`config.mk`:
```
export PLATFORM = sky130hd
export DESIGN_NAME = simplez_loader
export DESIGN_NICKNAME = d
export VERILOG_FILES = /design/src/rtl/simplez_loader.sv
export SDC_FILE = /design/constraint.sdc
export NUM_CORES = 1
export LEC_CHECK = 0
export CAP_MARGIN = 20
export CORE_ASPECT_RATIO = 1.1
export CORE_MARGIN = 2
export CORE_UTILIZATION = 50
export DETAILED_ROUTE_END_ITERATION = 8
export PLACE_DENSITY = 0.86
export SYNTH_ARGS = -nofsm -noshare
export SYNTH_HDL_FRONTEND = slang
export SYNTH_SLANG_ARGS = --single-unit
```
`constraint.sdc`:
```
create_clock -name clk -period 3 [get_ports clk]
set_clock_uncertainty 0.15 [all_clocks]
set_input_delay 0.6 -clock clk [delete_from_list [all_inputs] [get_ports clk]]
set_output_delay 0.6 -clock clk [all_outputs]
set_load 0.005 [all_outputs]
```
`src/rtl/simplez_loader.sv`:
```
// Byte-stream program loader for the Simplez 512x12 memory.
// Optional read-back verify is enabled with `define SIMPLEZ_LOADER_VERIFY_EN.
module simplez_loader #(
  parameter logic [8:0] BASE_ADDR = 9'o000,
  parameter int         MAX_WORDS = 512
) (
  input  logic        clk,
  input  logic        rst,
  input  logic        start,
  input  logic [7:0]  rx_data,
  input  logic        rx_valid,
  output logic        rx_ready,
  output logic [8:0]  mem_addr,
  output logic        mem_wr,
  output logic [11:0] mem_din,
  input  logic [11:0] mem_dout,
  output logic        busy,
  output logic        done,
  output logic        error,
  output logic [9:0]  count
);

  localparam logic [3:0] S_IDLE   = 4'd0;
  localparam logic [3:0] S_LEN_LO = 4'd1;
  localparam logic [3:0] S_LEN_HI = 4'd2;
  localparam logic [3:0] S_W_LO   = 4'd3;
  localparam logic [3:0] S_W_HI   = 4'd4;
  localparam logic [3:0] S_WRITE  = 4'd5;
  localparam logic [3:0] S_VRD    = 4'd6;
  localparam logic [3:0] S_VCMP   = 4'd7;
  localparam logic [3:0] S_DONE   = 4'd8;
  localparam logic [3:0] S_ERROR  = 4'd9;

  localparam logic [11:0] MAX_N = 12'(MAX_WORDS);

  logic [3:0]  state;
  logic [3:0]  next_state;
  logic [9:0]  count_next;
  logic [9:0]  count_plus;
  logic [7:0]  lo_byte;
  logic [11:0] n_words;
  logic [11:0] n_in;
  logic        accept;
  logic        hi_bad;
  logic        last_word;

  assign accept     = rx_valid & rx_ready;
  assign n_in       = {rx_data[3:0], lo_byte};
  assign hi_bad     = (rx_data[7:4] != 4'h0);
  assign count_plus = count + 10'd1;
  assign last_word  = ({2'b00, count_plus} == n_words);

`ifndef SIMPLEZ_LOADER_VERIFY_EN
  logic dout_unused;
  assign dout_unused = ^mem_dout;
`endif

  // Next-state and word-count logic.
  always_comb begin
    next_state = state;
    count_next = count;
    case (state)
      S_IDLE: begin
        if (start) begin
          next_state = S_LEN_LO;
          count_next = 10'd0;
        end else begin
          next_state = S_IDLE;
        end
      end
      S_LEN_LO: begin
        if (accept) next_state = S_LEN_HI;
        else        next_state = S_LEN_LO;
      end
      S_LEN_HI: begin
        if (!accept)               next_state = S_LEN_HI;
        else if (hi_bad)           next_state = S_ERROR;
        else if (n_in == 12'd0)    next_state = S_DONE;
        else if (n_in > MAX_N)     next_state = S_ERROR;
        else                       next_state = S_W_LO;
      end
      S_W_LO: begin
        if (accept) next_state = S_W_HI;
        else        next_state = S_W_LO;
      end
      S_W_HI: begin
        if (!accept)     next_state = S_W_HI;
        else if (hi_bad) next_state = S_ERROR;
        else             next_state = S_WRITE;
      end
`ifdef SIMPLEZ_LOADER_VERIFY_EN
      S_WRITE: next_state = S_VRD;
      S_VRD:   next_state = S_VCMP;
      S_VCMP: begin
        if (mem_dout != mem_din) begin
          next_state = S_ERROR;
        end else begin
          count_next = count_plus;
          if (last_word) next_state = S_DONE;
          else           next_state = S_W_LO;
        end
      end
`else
      S_WRITE: begin
        count_next = count_plus;
        if (last_word) next_state = S_DONE;
        else           next_state = S_W_LO;
      end
`endif
      S_DONE:  next_state = S_IDLE;
      S_ERROR: next_state = S_IDLE;
      default: next_state = S_IDLE;
    endcase
  end

  // State, datapath and registered outputs (decoded from the next state).
  always_ff @(posedge clk) begin
    if (rst) begin
      state    <= S_IDLE;
      rx_ready <= 1'b0;
      mem_wr   <= 1'b0;
      busy     <= 1'b0;
      done     <= 1'b0;
      error    <= 1'b0;
      count    <= 10'd0;
      mem_addr <= BASE_ADDR;
      mem_din  <= 12'd0;
      lo_byte  <= 8'd0;
      n_words  <= 12'd0;
    end else begin
      state    <= next_state;
      rx_ready <= (next_state == S_LEN_LO) || (next_state == S_LEN_HI) ||
                  (next_state == S_W_LO)   || (next_state == S_W_HI);
      mem_wr   <= (next_state == S_WRITE);
      busy     <= (next_state != S_IDLE);
      count    <= count_next;
      mem_addr <= BASE_ADDR + count_next[8:0];
      if ((state == S_IDLE) && start) begin
        done  <= 1'b0;
        error <= 1'b0;
      end else begin
        if (next_state == S_DONE)  done  <= 1'b1;
        if (next_state == S_ERROR) error <= 1'b1;
      end
      if (accept && ((state == S_LEN_LO) || (state == S_W_LO))) lo_byte <= rx_data;
      if (accept && (state == S_LEN_HI)) n_words <= n_in;
      if (accept && (state == S_W_HI))   mem_din <= n_in;
    end
  end

endmodule

```
==> run metrics, run 1 <==
unrepaired setup endpoints after global routing=no; Detailed Routing Iterations Pass 1=5; PwrDens=406 nW/um^2; Final WS setup=318 ps; Slew Limit Fails=0; most common cell after layout, fill and taps aside=dfxtp_1; Final period util=0.894; library cells used by synthesis=48; clk slew on worst S/H paths=100 ps; multi-input logic area=1400 sq um; Worst-Margin Slew=518 ps; Max FO, Critical Path=9; Nets=353; worst skew pair latency=310 ps; CTS tree=done; ANT nets after route=0; Gate Count Post-Synth=292; initial drt markers=125; prevailing post-synth register cell=dfxtp_1; HPWL after DPL=4.26 mm; CTS max path bufs=2; area grow syn2layout=22.2%; GRT overflow=0; status=finished, final reports clean; wire per inst=15.0 um; num ports=60; total CTS buffers=5; worst hold-check path type=flop to flop; fmax=373 MHz; die area=5750 sq um; Total GRT Usage=0.215; final worst path period need=2680 ps; Final Wtd Congestion=0.898; Max-slew headroom=0.654; Required @ worst endpoint=3110 ps; vias in the first global route=2095; Hold Fails Final Rpt=0; starting density of the core=0.516; Resize count post-CTS=0; die width=72.5 um; setup violators final=0; Area contributors post-synth=dfxtp_1 40%, mux2i_1 12%, nor2_1 7.0%, buf_4 3.8%, xnor2_1 3.1%; vias=2245; cts hold-fix bufs=0; Die Y=79.4 um; max_cap viols=0; final-layout fill cell count=445; startpoint types=flop; kind of critical path=flop to flop; initial antenna violation count=0; Synth Net Count=317; synthesized flop and latch total=51; first-pass GRT wire length=9.75 mm; Post-Route WL=5.81 mm; pin count of the biggest net entering global routing=27; clock sinks=51; Post-synth ARST share=0; std cell rows=27; Mean Syn Cell Area=8.84 sq um; share of cells above drive strength 1=0.0973; pre-CTS setup slack=60.5 ps; Cell Area, Synth=2580 sq um; Seq/Total Area, Yosys=0.396; Peak VDD IR=0.343 mV; # DRC=0; core area=5000 sq um; post-synth top area cell=dfxtp_1; most frequent cells in the layout=51 x dfxtp_1, 48 x nor2_1, 47 x clkdlybuf4s50_1, 32 x mux2i_1, 15 x nand2_1; leakage=1.08 nW; register area=1020 sq um; post-synth top area share=0.396; setup bufs post-CTS=0; CP endpoint kind=flop; number of vias per cell=5.80; yosys warns=0; # port buffers=47; setup TNS=0 ps; number of flops mapped to enable cells by yosys=0; htree depth=2; ANT cells=0; CTS Root Cell=clkbuf_8; Worst Path Arrival=2790 ps
layer usage:
layer	track usage	part of all wire
met1	0.269	0.44
met4	0.0759	0.017
met3	0.0482	0.047
met5	0	0
met2	0.361	0.50
cell usage after synthesis, types with 4 or more instances:
| cell | count |
|---|---|
| o21ai_0 | 8 |
| dfxtp_1 | 51 |
| and3_1 | 4 |
| nor3_2 | 4 |
| nand3_1 | 8 |
| buf_4 | 13 |
| mux2i_1 | 32 |
| clkbuf_1 | 11 |
| nor2b_1 | 5 |
| xor2_1 | 4 |
| nand2_1 | 15 |
| a211oi_1 | 4 |
| o21ai_1 | 5 |
| xnor2_1 | 9 |
| nor2_1 | 48 |
| or3_1 | 5 |
| a21oi_1 | 13 |
registers in the layout, summed over array words and instances, names as in the netlist:
signal    cells
state         4
busy          1
lo_byte       8
count        10
done          1
n_words      12
mem_wr        1
rx_ready      1
error         1
mem_din      12
where the power goes:
part | total, mW | leakage, nW | switching [mW] | internal, mW
Sequential | 0.695 | 0.412 | 0.0115 | 0.684
Clock | 0.493 | 0.0587 | 0.240 | 0.253
Combinational | 0.0904 | 0.606 | 0.0465 | 0.0439
Total | 1.28 | 1.08 | 0.298 | 0.981
cells by family after synthesis:
kind of cell	Yosys count	synth area share
AO/OA/AOI/OAI	52	0.133
XOR/XNOR	13	0.0441
adder cells (fa/ha/maj)	1	0.00485
buffers and inverters	30	0.0640
flip-flops	51	0.396
multiplexers	32	0.124
AND/OR/NAND/NOR	113	0.235
final timing paths:
path,cells after the start,endpoint,from,slack (ps)
setup / recovery,8,done,count[0],320
hold / removal,1,error,error,330
setup reg to reg,8,done,count[0],320
hold reg to reg,1,error,error,330
worst max-delay path, cell delays in order, from the launching register on:
cell	delay (ps)
dfxtp_1	520
ha_1	320
xor2_1	150
or4_1	480
a211oi_2	180
nand4_2	170
o31ai_1	340
and2_2	220
a22o_1	110
cell type report:
| type | count | area share |
|---|---|---|
| repair buffers | 56 | 0.171 |
| multi-input cells | 211 | 0.442 |
| inverters | 3 | 0.00357 |
| flip-flops and latches | 51 | 0.324 |
| clock buffers | 5 | 0.0218 |
| clock inverters | 3 | 0.0151 |
| well taps | 58 | 0.0230 |
through the flow:
step,area (sq um),utilization,hold WS (ps),instances,power (mW)
finish,3150,0.631,328,387,1.28
floorplan,2580,-,302,292,0.755
CTS,3150,0.631,335,387,1.29
global placement,3040,0.608,302,379,0.798
detailed placement,3040,0.608,312,379,0.800
global route,3150,0.631,361,387,1.33
No activity file was read; power rests on OpenSTA's default activity.
==> run 2: changes to the inputs <==
--- a/config.mk
+++ b/config.mk
@@ -7,10 +7,10 @@
 export LEC_CHECK = 0
 export CAP_MARGIN = 20
 export CORE_ASPECT_RATIO = 1.1
-export CORE_MARGIN = 2
-export CORE_UTILIZATION = 50
+export CORE_MARGIN = 8
+export CORE_UTILIZATION = 46
 export DETAILED_ROUTE_END_ITERATION = 8
-export PLACE_DENSITY = 0.86
+export PLACE_DENSITY = 0.8
 export SYNTH_ARGS = -nofsm -noshare
 export SYNTH_HDL_FRONTEND = slang
 export SYNTH_SLANG_ARGS = --single-unit
==> run 2 against run 1 <==
  * Worst hold slack improved by 4.8 ps
  * Non-clock buffer count is 1 lower
  * Worst setup slack better by 22 ps
  * Design area is 0.16% lower
  * First-iteration DRC count rose by 13%
  * Sequential share of layout area is 0.051 points higher
  * Clock-buffer cell count did not move
==> run metrics, run 2 (synthesis results as in run 1) <==
PwrDens=385 nW/um^2; Required @ worst endpoint=3110 ps; num ports=60; GRT overflow=0; Post-Route WL=5.93 mm; cts hold-fix bufs=0; core area=5400 sq um; HPWL after DPL=4.42 mm; Largest regs=mem_din: 12 flops, n_words: 12 flops, count: 10 flops; first-pass GRT wire length=9.99 mm; wire per inst=14.7 um; area grow syn2layout=22.0%; Slew Limit Fails=0; CTS max path bufs=2; fmax=376 MHz; hold slack=333 ps; Max-slew headroom=0.598; Final Wtd Congestion=0.875; overall power=1.21 mW; CTS Root Cell=clkbuf_8; setup bufs post-CTS=0; ANT nets after route=0; initial drt markers=141; max_cap viols=0; setup TNS=0 ps; number of vias per cell=5.40; status=finished, final reports clean; pin count of the biggest net entering global routing=34; unrepaired setup endpoints after global routing=no; Detailed Routing Iterations Pass 1=4; htree depth=2; Die Y=94.6 um; std cell rows=28; vias=2177; Max FO, Critical Path=9; CP endpoint kind=flop; kind of critical path=flop to flop; Nets=352; Worst-Margin Slew=601 ps; die area=8270 sq um; worst skew pair latency=310 ps; die width=87.4 um; clock sinks=51; most common cell after layout, fill and taps aside=dfxtp_1; starting density of the core=0.478; ANT cells=0; setup violators final=0; final-layout fill cell count=506; final worst path period need=2660 ps; share of cells above drive strength 1=0.0945; pre-CTS setup slack=75.5 ps; Resize count post-CTS=0; Hold Fails Final Rpt=0; total CTS buffers=5; # port buffers=47; leakage=1.06 nW; most frequent cells in the layout=51 x dfxtp_1, 48 x nor2_1, 47 x clkdlybuf4s50_1, 32 x mux2i_1, 15 x nand2_1; CTS tree=done; Worst Path Arrival=2770 ps; Peak VDD IR=0.294 mV; initial antenna violation count=0; clk slew on worst S/H paths=100 ps; Final period util=0.887; worst hold-check path type=flop to flop; r2r setup slk=340 ps; # DRC=0; Total GRT Usage=0.149; startpoint types=flop; vias in the first global route=2097; Final WS setup=340 ps
==> run 2: cell count changes in the layout (fill, tap and decap cells not counted), sizes merged <==
cell    change
buf         -1
clkinv      -1
inv         +2
bufinv      -1
==> run 2: worst paths after layout <==
check / from / depth (start not counted) / to
max: count[0] / 8 / done
max reg2reg: count[0] / 8 / done
min: error / 1 / error
min reg2reg: error / 1 / error
==> run 2: power by group <==
| part | switching [mW] | internal (mW) |
|---|---|---|
| logic | 0.0445 | 0.0430 |
| clock network | 0.254 | 0.176 |
| registers | 0.0111 | 0.684 |
| total | 0.309 | 0.903 |
==> run 2: cell type report <==
class	count	area, sq um	share of cell area
clock buffers	5	68.8	0.0219
repair buffers	55	531	0.168
flip-flops and latches	51	1020	0.324
inverters	3	11.3	0.00358
clock inverters	3	28.8	0.00914
multi-input cells	211	1400	0.443
well taps	75	93.8	0.0298
==> run 2: layer usage <==
metal	global-route usage	routed length, um
met5	0	0
met4	0.0344	53
met3	0.0443	395
met2	0.255	2830
met1	0.179	2650
==> run 2: metrics by stage <==
stage,utilization,instances,instance area (sq um)
final,0.584,403,3150
after global routing,0.584,403,3150
after CTS,0.584,403,3150
after detailed placement,0.566,395,3050
after global placement,0.566,395,3050
after floorplan,-,292,2580
==> run 2: worst max-delay path, cell delays in order, from the launching register on <==
cell and delay (ps):
dfxtp_1 550, ha_1 330, xor2_1 140, or4_1 490, a211oi_2 180, nand4_2 150
o31ai_1 300, and2_2 210, a22o_1 110
==> run 3: changes to the inputs <==
--- a/config.mk
+++ b/config.mk
@@ -5,11 +5,13 @@
 export SDC_FILE = /design/constraint.sdc
 export NUM_CORES = 1
 export LEC_CHECK = 0
+export ABC_CLOCK_PERIOD_IN_PS = 3000
 export CAP_MARGIN = 20
 export CORE_ASPECT_RATIO = 1.1
 export CORE_MARGIN = 8
 export CORE_UTILIZATION = 46
 export DETAILED_ROUTE_END_ITERATION = 8
+export GPL_ROUTABILITY_DRIVEN = 0
 export PLACE_DENSITY = 0.8
 export SYNTH_ARGS = -nofsm -noshare
 export SYNTH_HDL_FRONTEND = slang
==> results of run 3 <==
No change in the layout: final DEF, timing and power equal those of run 2.
